--- src/rtl/alu_seq_pkg.sv ---
// Shared types for the ALU command sequencer: FSM state encoding and opcode constants.
package alu_seq_pkg;

  localparam int unsigned OP_W = 3;

  typedef enum logic [1:0] {IDLE, WAIT, RESP} state_t;

  typedef logic [OP_W-1:0] op_t;

  localparam op_t OP_PASS = 3'b000;
  localparam op_t OP_INC  = 3'b001;
  localparam op_t OP_DEC  = 3'b010;
  localparam op_t OP_NOT  = 3'b011;
  localparam op_t OP_SHL  = 3'b100;
  localparam op_t OP_SHR  = 3'b101;
  localparam op_t OP_ROL  = 3'b110;
  localparam op_t OP_SWAP = 3'b111;

endpackage

--- src/rtl/cmd_fifo.sv ---
// Synchronous FIFO with a registered occupancy count; full/empty derive from that count only.
module cmd_fifo #(
  parameter int unsigned WIDTH = 11,
  parameter int unsigned DEPTH = 4,
  localparam int unsigned AW = $clog2(DEPTH),
  localparam int unsigned LW = AW + 1
) (
  input  logic             clk,
  input  logic             rst_n,
  input  logic             push,
  input  logic [WIDTH-1:0] push_data,
  input  logic             pop,
  output logic [WIDTH-1:0] pop_data,
  output logic             full,
  output logic             empty,
  output logic [LW-1:0]    level
);

  logic [WIDTH-1:0] mem_q [DEPTH];
  logic [AW-1:0]    wr_ptr_q, rd_ptr_q;
  logic [LW-1:0]    level_q, level_d;
  logic             do_push, do_pop;

  assign full     = (level_q == LW'(DEPTH));
  assign empty    = (level_q == '0);
  assign level    = level_q;
  assign do_push  = push && !full;
  assign do_pop   = pop && !empty;
  assign pop_data = mem_q[rd_ptr_q];

  always_comb begin
    level_d = level_q;
    if (do_push && !do_pop) begin
      level_d = level_q + LW'(1);
    end else if (do_pop && !do_push) begin
      level_d = level_q - LW'(1);
    end
  end

  // Pointers are AW bits wide, so they wrap modulo DEPTH on their own.
  always_ff @(posedge clk or negedge rst_n) begin
    if (!rst_n) begin
      wr_ptr_q <= '0;
      rd_ptr_q <= '0;
      level_q  <= '0;
    end else begin
      level_q <= level_d;
      if (do_push) wr_ptr_q <= wr_ptr_q + AW'(1);
      if (do_pop)  rd_ptr_q <= rd_ptr_q + AW'(1);
    end
  end

  always_ff @(posedge clk) begin
    if (do_push) mem_q[wr_ptr_q] <= push_data;
  end

endmodule

--- src/rtl/alu_cmd_sequencer.sv ---
// Issue stage for the opcode datapath: queues commands, drives one at a time, waits a fixed
// latency, then returns the captured result tagged with its opcode.
module alu_cmd_sequencer
  import alu_seq_pkg::*;
#(
  parameter int unsigned WIDTH   = 8,
  parameter int unsigned OPW     = 3,
  parameter int unsigned DEPTH   = 4,
  parameter int unsigned LATENCY = 1,
  localparam int unsigned LW     = $clog2(DEPTH) + 1
) (
  input  logic             clk,
  input  logic             rst_n,
  input  logic             cmd_valid,
  output logic             cmd_ready,
  input  logic [WIDTH-1:0] cmd_data,
  input  logic [OPW-1:0]   cmd_op,
  output logic [WIDTH-1:0] alu_in,
  output logic [OPW-1:0]   alu_op,
  input  logic [WIDTH-1:0] alu_out,
  output logic             rsp_valid,
  input  logic             rsp_ready,
  output logic [WIDTH-1:0] rsp_data,
  output logic [OPW-1:0]   rsp_op,
  output logic             busy,
  output logic [LW-1:0]    level
);

  localparam int unsigned FW   = WIDTH + OPW;
  localparam int unsigned CntW = (LATENCY < 1) ? 1 : $clog2(LATENCY + 1);

  state_t           state_q, state_d;
  logic [CntW-1:0]  cnt_q, cnt_d;
  logic [WIDTH-1:0] alu_in_q, alu_in_d;
  logic [OPW-1:0]   alu_op_q, alu_op_d;
  logic [WIDTH-1:0] rsp_data_q, rsp_data_d;
  logic [OPW-1:0]   rsp_op_q, rsp_op_d;
  logic             rsp_valid_q, rsp_valid_d;

  logic [FW-1:0]    head;
  logic             fifo_full, fifo_empty, pop;

  cmd_fifo #(
    .WIDTH (FW),
    .DEPTH (DEPTH)
  ) u_fifo (
    .clk       (clk),
    .rst_n     (rst_n),
    .push      (cmd_valid),
    .push_data ({cmd_op, cmd_data}),
    .pop       (pop),
    .pop_data  (head),
    .full      (fifo_full),
    .empty     (fifo_empty),
    .level     (level)
  );

  assign cmd_ready = !fifo_full;
  assign pop       = (state_q == IDLE) && !fifo_empty;
  assign busy      = (state_q != IDLE);
  assign alu_in    = alu_in_q;
  assign alu_op    = alu_op_q;
  assign rsp_valid = rsp_valid_q;
  assign rsp_data  = rsp_data_q;
  assign rsp_op    = rsp_op_q;

  always_comb begin
    state_d     = state_q;
    cnt_d       = cnt_q;
    alu_in_d    = alu_in_q;
    alu_op_d    = alu_op_q;
    rsp_data_d  = rsp_data_q;
    rsp_op_d    = rsp_op_q;
    rsp_valid_d = rsp_valid_q;
    case (state_q)
      IDLE: begin
        if (!fifo_empty) begin
          alu_in_d = head[WIDTH-1:0];
          alu_op_d = head[FW-1:WIDTH];
          rsp_op_d = head[FW-1:WIDTH];
          cnt_d    = CntW'(LATENCY);
          state_d  = WAIT;
        end
      end
      WAIT: begin
        if (cnt_q != '0) begin
          cnt_d = cnt_q - CntW'(1);
        end else begin
          rsp_data_d  = alu_out;
          rsp_valid_d = 1'b1;
          state_d     = RESP;
        end
      end
      RESP: begin
        if (rsp_ready) begin
          rsp_valid_d = 1'b0;
          state_d     = IDLE;
        end
      end
      default: state_d = IDLE;
    endcase
  end

  always_ff @(posedge clk or negedge rst_n) begin
    if (!rst_n) begin
      state_q     <= IDLE;
      cnt_q       <= '0;
      alu_in_q    <= '0;
      alu_op_q    <= '0;
      rsp_data_q  <= '0;
      rsp_op_q    <= '0;
      rsp_valid_q <= 1'b0;
    end else begin
      state_q     <= state_d;
      cnt_q       <= cnt_d;
      alu_in_q    <= alu_in_d;
      alu_op_q    <= alu_op_d;
      rsp_data_q  <= rsp_data_d;
      rsp_op_q    <= rsp_op_d;
      rsp_valid_q <= rsp_valid_d;
    end
  end

endmodule

--- config.mk ---
export PLATFORM = sky130hd
export DESIGN_NAME = alu_cmd_sequencer
export DESIGN_NICKNAME = d
export VERILOG_FILES = /design/src/rtl/alu_seq_pkg.sv /design/src/rtl/cmd_fifo.sv /design/src/rtl/alu_cmd_sequencer.sv
export SDC_FILE = /design/constraint.sdc
export NUM_CORES = 1
export LEC_CHECK = 0
export CORE_MARGIN = 2
export CORE_UTILIZATION = 49
export CTS_BUF_LIST = sky130_fd_sc_hd__clkbuf_2
export CTS_CLUSTER_SIZE = 8
export DETAILED_ROUTE_END_ITERATION = 8
export GPL_ROUTABILITY_DRIVEN = 0
export PLACE_DENSITY = 0.8
export REMOVE_ABC_BUFFERS = 1
export SYNTH_ARGS = -nofsm -noshare
export SYNTH_HDL_FRONTEND = slang
export SYNTH_SLANG_ARGS = --single-unit
--- constraint.sdc ---
create_clock -name clk -period 2.1 [get_ports clk]
set_input_delay 0.21 -clock clk [delete_from_list [all_inputs] [get_ports clk]]
set_output_delay 0.21 -clock clk [all_outputs]
set_load 0.01 [all_outputs]
==> reports/qor.log <==
[clocking] number of setup buffers added after CTS 0
[logic_synthesis] count of warnings emitted by yosys 0
[pwr] combinational fraction of design power 42.3%
[flow_run] number of max-capacitance violations reported 0
[logic_synthesis] Synth cell types 27
[die] floorplan core area 5850 sq um
[timing] time the final worst path needs with I/O delays and setup 1.93 ns
[die] area enclosed by the die boundary 6650 sq um
[critical_path] largest driver fanout on the critical path 5
[logic_synthesis] synthesized flop and latch total 74
[timing] setup repair after global routing missed its margin true
[die] die height 81.5 um
[clocking] PostCTS Resize Cnt 0
[timing] Slew headroom 63.8%
[clocking] clock slew seen by the registers of the worst setup and hold paths 0.19 ns
[final_layout] fraction of final layout cells with drive strength greater than 1 27.8%
[clocking] maximum level of the CTS H-tree 3
[place] Placement Cell Area 3580 sq um
[route] average vias per placed instance 5.05
[die] IO Pins 51
[critical_path] crit path DAT 2.36 ns
[pwr] standby leakage power 1.43 nW
[final_layout] non-filler cells in the finished layout 298
[clocking] clock tree from TritonCTS yes
[pwr] share of total power in sequential cells 43.8%
[global_route] GR Util met3 5.82%
[critical_path] WP data required 2.53 ns
[clocking] clock root buffer sky130_fd_sc_hd__clkbuf_2
[outcome] result of the run completed
[critical_path] cell type of the slowest stage on the worst timing path sky130_fd_sc_hd__dfrtp_2
[route] drt total wl 4.87 mm
[final_layout] Final Net Count 247
[place] number of instances in the placed design 282
[pwr] clock network fraction of design power 13.9%
[global_route] pin count of the biggest net entering global routing 31
[die] initial core utilization 50.3%
[critical_path] Slowest Stage Delay on Critical Path 0.50 ns
[timing] Tightest Pin Transition 0.543 ns
[pwr] total net switching power 0.00167 W
[worst_hold_path] worst hold-check path type in2async
[global_route] antenna violations before repair 0
[critical_path] type of element capturing the critical path register
[clocking] insertion delay of the later-clocked pin in the worst-skew pair 0.49 ns
[route] wire length per cell after detailed routing 16.3 um
[timing] Setup Skew 0.0171 ns
[global_route] met1 global-route usage 19.9%
[global_route] gr usage total 16.7%
[global_route] met2 Usage GRT 28.2%
[clocking] Num Clock Sinks 74
[timing] final number of max-transition violations 0
[pwr] switching share of total power 31.2%
[route] antenna-violating nets left 0
[clocking] TritonCTS Buffers 9
[logic_synthesis] summed instance area of the synthesized netlist 2950 sq um
[timing] crit share post-route 91.7%
[critical_path] sort of element at the start of the critical path register
[place] detailed placer's ending HPWL 3.34 mm
[route] TritonRoute pass-1 iters 4
[global_route] via count of the first global-routing pass 1572
[final_layout] finished layout cell area 3700 sq um
[final_layout] final antenna diode count 0
[place] Port Buffer Count 50
[timing] worst hold slack across all endpoints 0.0766 ns
[pwr] Pwr Density 1450 nW/um^2
[critical_path] Cell Chain, Critical Path nor3_4 -> nor3_4 -> inv_1 -> ha_1 -> inv_1 -> fa_1 -> xor2_1 -> nor2_1 -> xor2_1
[logic_synthesis] number of cells produced by synthesis 152
[pwr] Int Power 0.00369 W
[route] 1st-iter DRT viols 61
[logic_synthesis] part of the Yosys area used for sequential elements 70.3%
[global_route] peak-usage layer in the global routing report met2
[pwr] Worst VDD drop 0.643 mV
[global_route] global-route wire length before repair 7.78 mm
[route] number of remaining DRC errors 0
[timing] # setup viols final 0
[final_layout] layout overhead on the synthesized area 25.6%
[die] width of the chip 81.5 um
[critical_path] worst setup path class reg2reg
[global_route] leftover overflow at the end of global routing 0
[die] placement row count 28
[clocking] cts-stage hold buffer count 0
[logic_synthesis] mean post-synth cell area 19.4 sq um
[final_layout] count of filler cells inserted in the layout 428
[timing] final hold vios 0
[route] routed via count 1505
[clocking] maximum clock insertion buffer count 2
[timing] timing-limited maximum frequency 0.519 GHz
## cell usage after synthesis, drive strengths merged
cell type	n	area (sq um)
xnor2	2	17.5
xor2	4	35.0
ha	5	62.6
and2	4	25.0
inv	7	26.3
mux4	11	259
mux2	21	267
nor2	5	21.3
and3b	1	10.0
o21ai	2	10.0
dfrtp	30	751
a21o	2	15.0
buf	6	46.3
a21oi	1	5.00
nand2	1	3.75
a21boi	1	11.3
o22ai	1	6.26
fa	1	20.0
nor3	2	26.3
nand2b	1	6.26
edfxtp	44	1320
## worst max-delay path, delay by kind of cell (launching register included)
family	cells	cell delay, ns
xor+xnor	2	0.29
fa+ha+maj	2	0.55
buf+inv	2	0.12
flops	1	0.50
simple gates	3	0.41
## layer usage
layer | vias up | share of wire [%] | wire, um
met5 | - | 0 | 0
li1 | 698 | - | -
met1 | 760 | 41 | 2010
met4 | 0 | 1.3 | 65
met2 | 39 | 52 | 2540
met3 | 8 | 5.3 | 259
## logic make-up after synthesis
logic type | share of synthesized area [%]
DFF | 70.3
muxes | 17.8
and+or+nand+nor | 3.14
buffers and inverters | 2.46
AOI/OAI and AO/OA | 1.61
xor gates and xnor gates | 1.78
adders and majority gates | 2.80
## state kept, by name (all words and copies together), names as in the netlist
| register | count |
|---|---|
| rsp_op | 3 |
| u_fifo.mem_q | 44 |
| u_fifo.wr_ptr_q | 2 |
| cnt_q | 1 |
| rsp_data | 8 |
| u_fifo.rd_ptr_q | 2 |
| rsp_valid | 1 |
| u_fifo.level | 3 |
| alu_in | 8 |
| state_q | 2 |
## stage by stage
step                      setup TNS (ns)  utilization [%]  setup WS [ns]  total power (W)
after floorplan                   -0.144                -         -0.144          0.00365
after global placement                 0             61.1          0.181          0.00457
after detailed placement               0             61.1          0.109          0.00467
after CTS                              0             63.0         0.0566          0.00542
after global routing            -0.00302             63.2       -0.00302          0.00571
final                                  0             63.2          0.174          0.00536
## worst paths after layout
kind / startpoint / cells after the start / to / slack [ns]
max: u_fifo.level[1] / 9 / u_fifo.level[2] / 0.17
min: rst_n / 2 / rsp_data[3] / 0.08
max reg2reg: u_fifo.level[1] / 9 / u_fifo.level[2] / 0.17
min reg2reg: alu_in[2] / 1 / alu_in[2] / 0.54
max in group asynchronous: rst_n / 2 / u_fifo.level[1] / 1.72
min in group clk: cmd_op[2] / 1 / u_fifo.mem_q[0][10] / 0.32
## power by group through the flow
stage	sequential [W]	combinational (W)	clock, W
final	0.00235	0.00226	0.000745
after global placement	0.00235	0.00222	0
after floorplan	0.00249	0.00116	0
after detailed placement	0.00238	0.00229	0
after CTS	0.00235	0.00230	0.000774
after global routing	0.00241	0.00247	0.000833
## cells in the final DEF (no fill, tap or decap)
cell type and n:
sky130_fd_sc_hd__o22ai_1 1, sky130_fd_sc_hd__clkbuf_2 11, sky130_fd_sc_hd__nand2_1 1, sky130_fd_sc_hd__buf_4 11, sky130_fd_sc_hd__edfxtp_1 44, sky130_fd_sc_hd__and2_1 4, sky130_fd_sc_hd__ha_1 5, sky130_fd_sc_hd__o21ai_0 2
sky130_fd_sc_hd__a21o_1 2, sky130_fd_sc_hd__dfrtp_2 1, sky130_fd_sc_hd__xor2_1 4, sky130_fd_sc_hd__xnor2_1 2, sky130_fd_sc_hd__a21boi_2 1, sky130_fd_sc_hd__mux4_2 8, sky130_fd_sc_hd__dfrtp_1 29, sky130_fd_sc_hd__mux4_1 3
sky130_fd_sc_hd__and3b_2 1, sky130_fd_sc_hd__a21oi_1 1, sky130_fd_sc_hd__bufinv_16 1, sky130_fd_sc_hd__mux2_4 8, sky130_fd_sc_hd__clkdlybuf4s50_1 49, sky130_fd_sc_hd__clkinvlp_4 3, sky130_fd_sc_hd__nand2b_1 1, sky130_fd_sc_hd__fa_1 1
sky130_fd_sc_hd__inv_1 7, sky130_fd_sc_hd__clkinv_1 1, sky130_fd_sc_hd__dlymetal6s2s_1 1, sky130_fd_sc_hd__nor2_2 2, sky130_fd_sc_hd__nor3_4 2, sky130_fd_sc_hd__nor2_1 3, sky130_fd_sc_hd__mux2_2 13
## layout make-up
class | count | area, sq um | area share, %
inverters | 7 | 26.3 | 0.710
well taps | 75 | 93.8 | 2.54
flip-flops and latches | 74 | 2070 | 56.0
clock buffers | 11 | 55.1 | 1.49
repair buffers | 61 | 586 | 15.8
multi-input cells | 65 | 810 | 21.9
clock inverters | 5 | 56.3 | 1.52
Note: power is estimated with default switching activity, not from simulation.
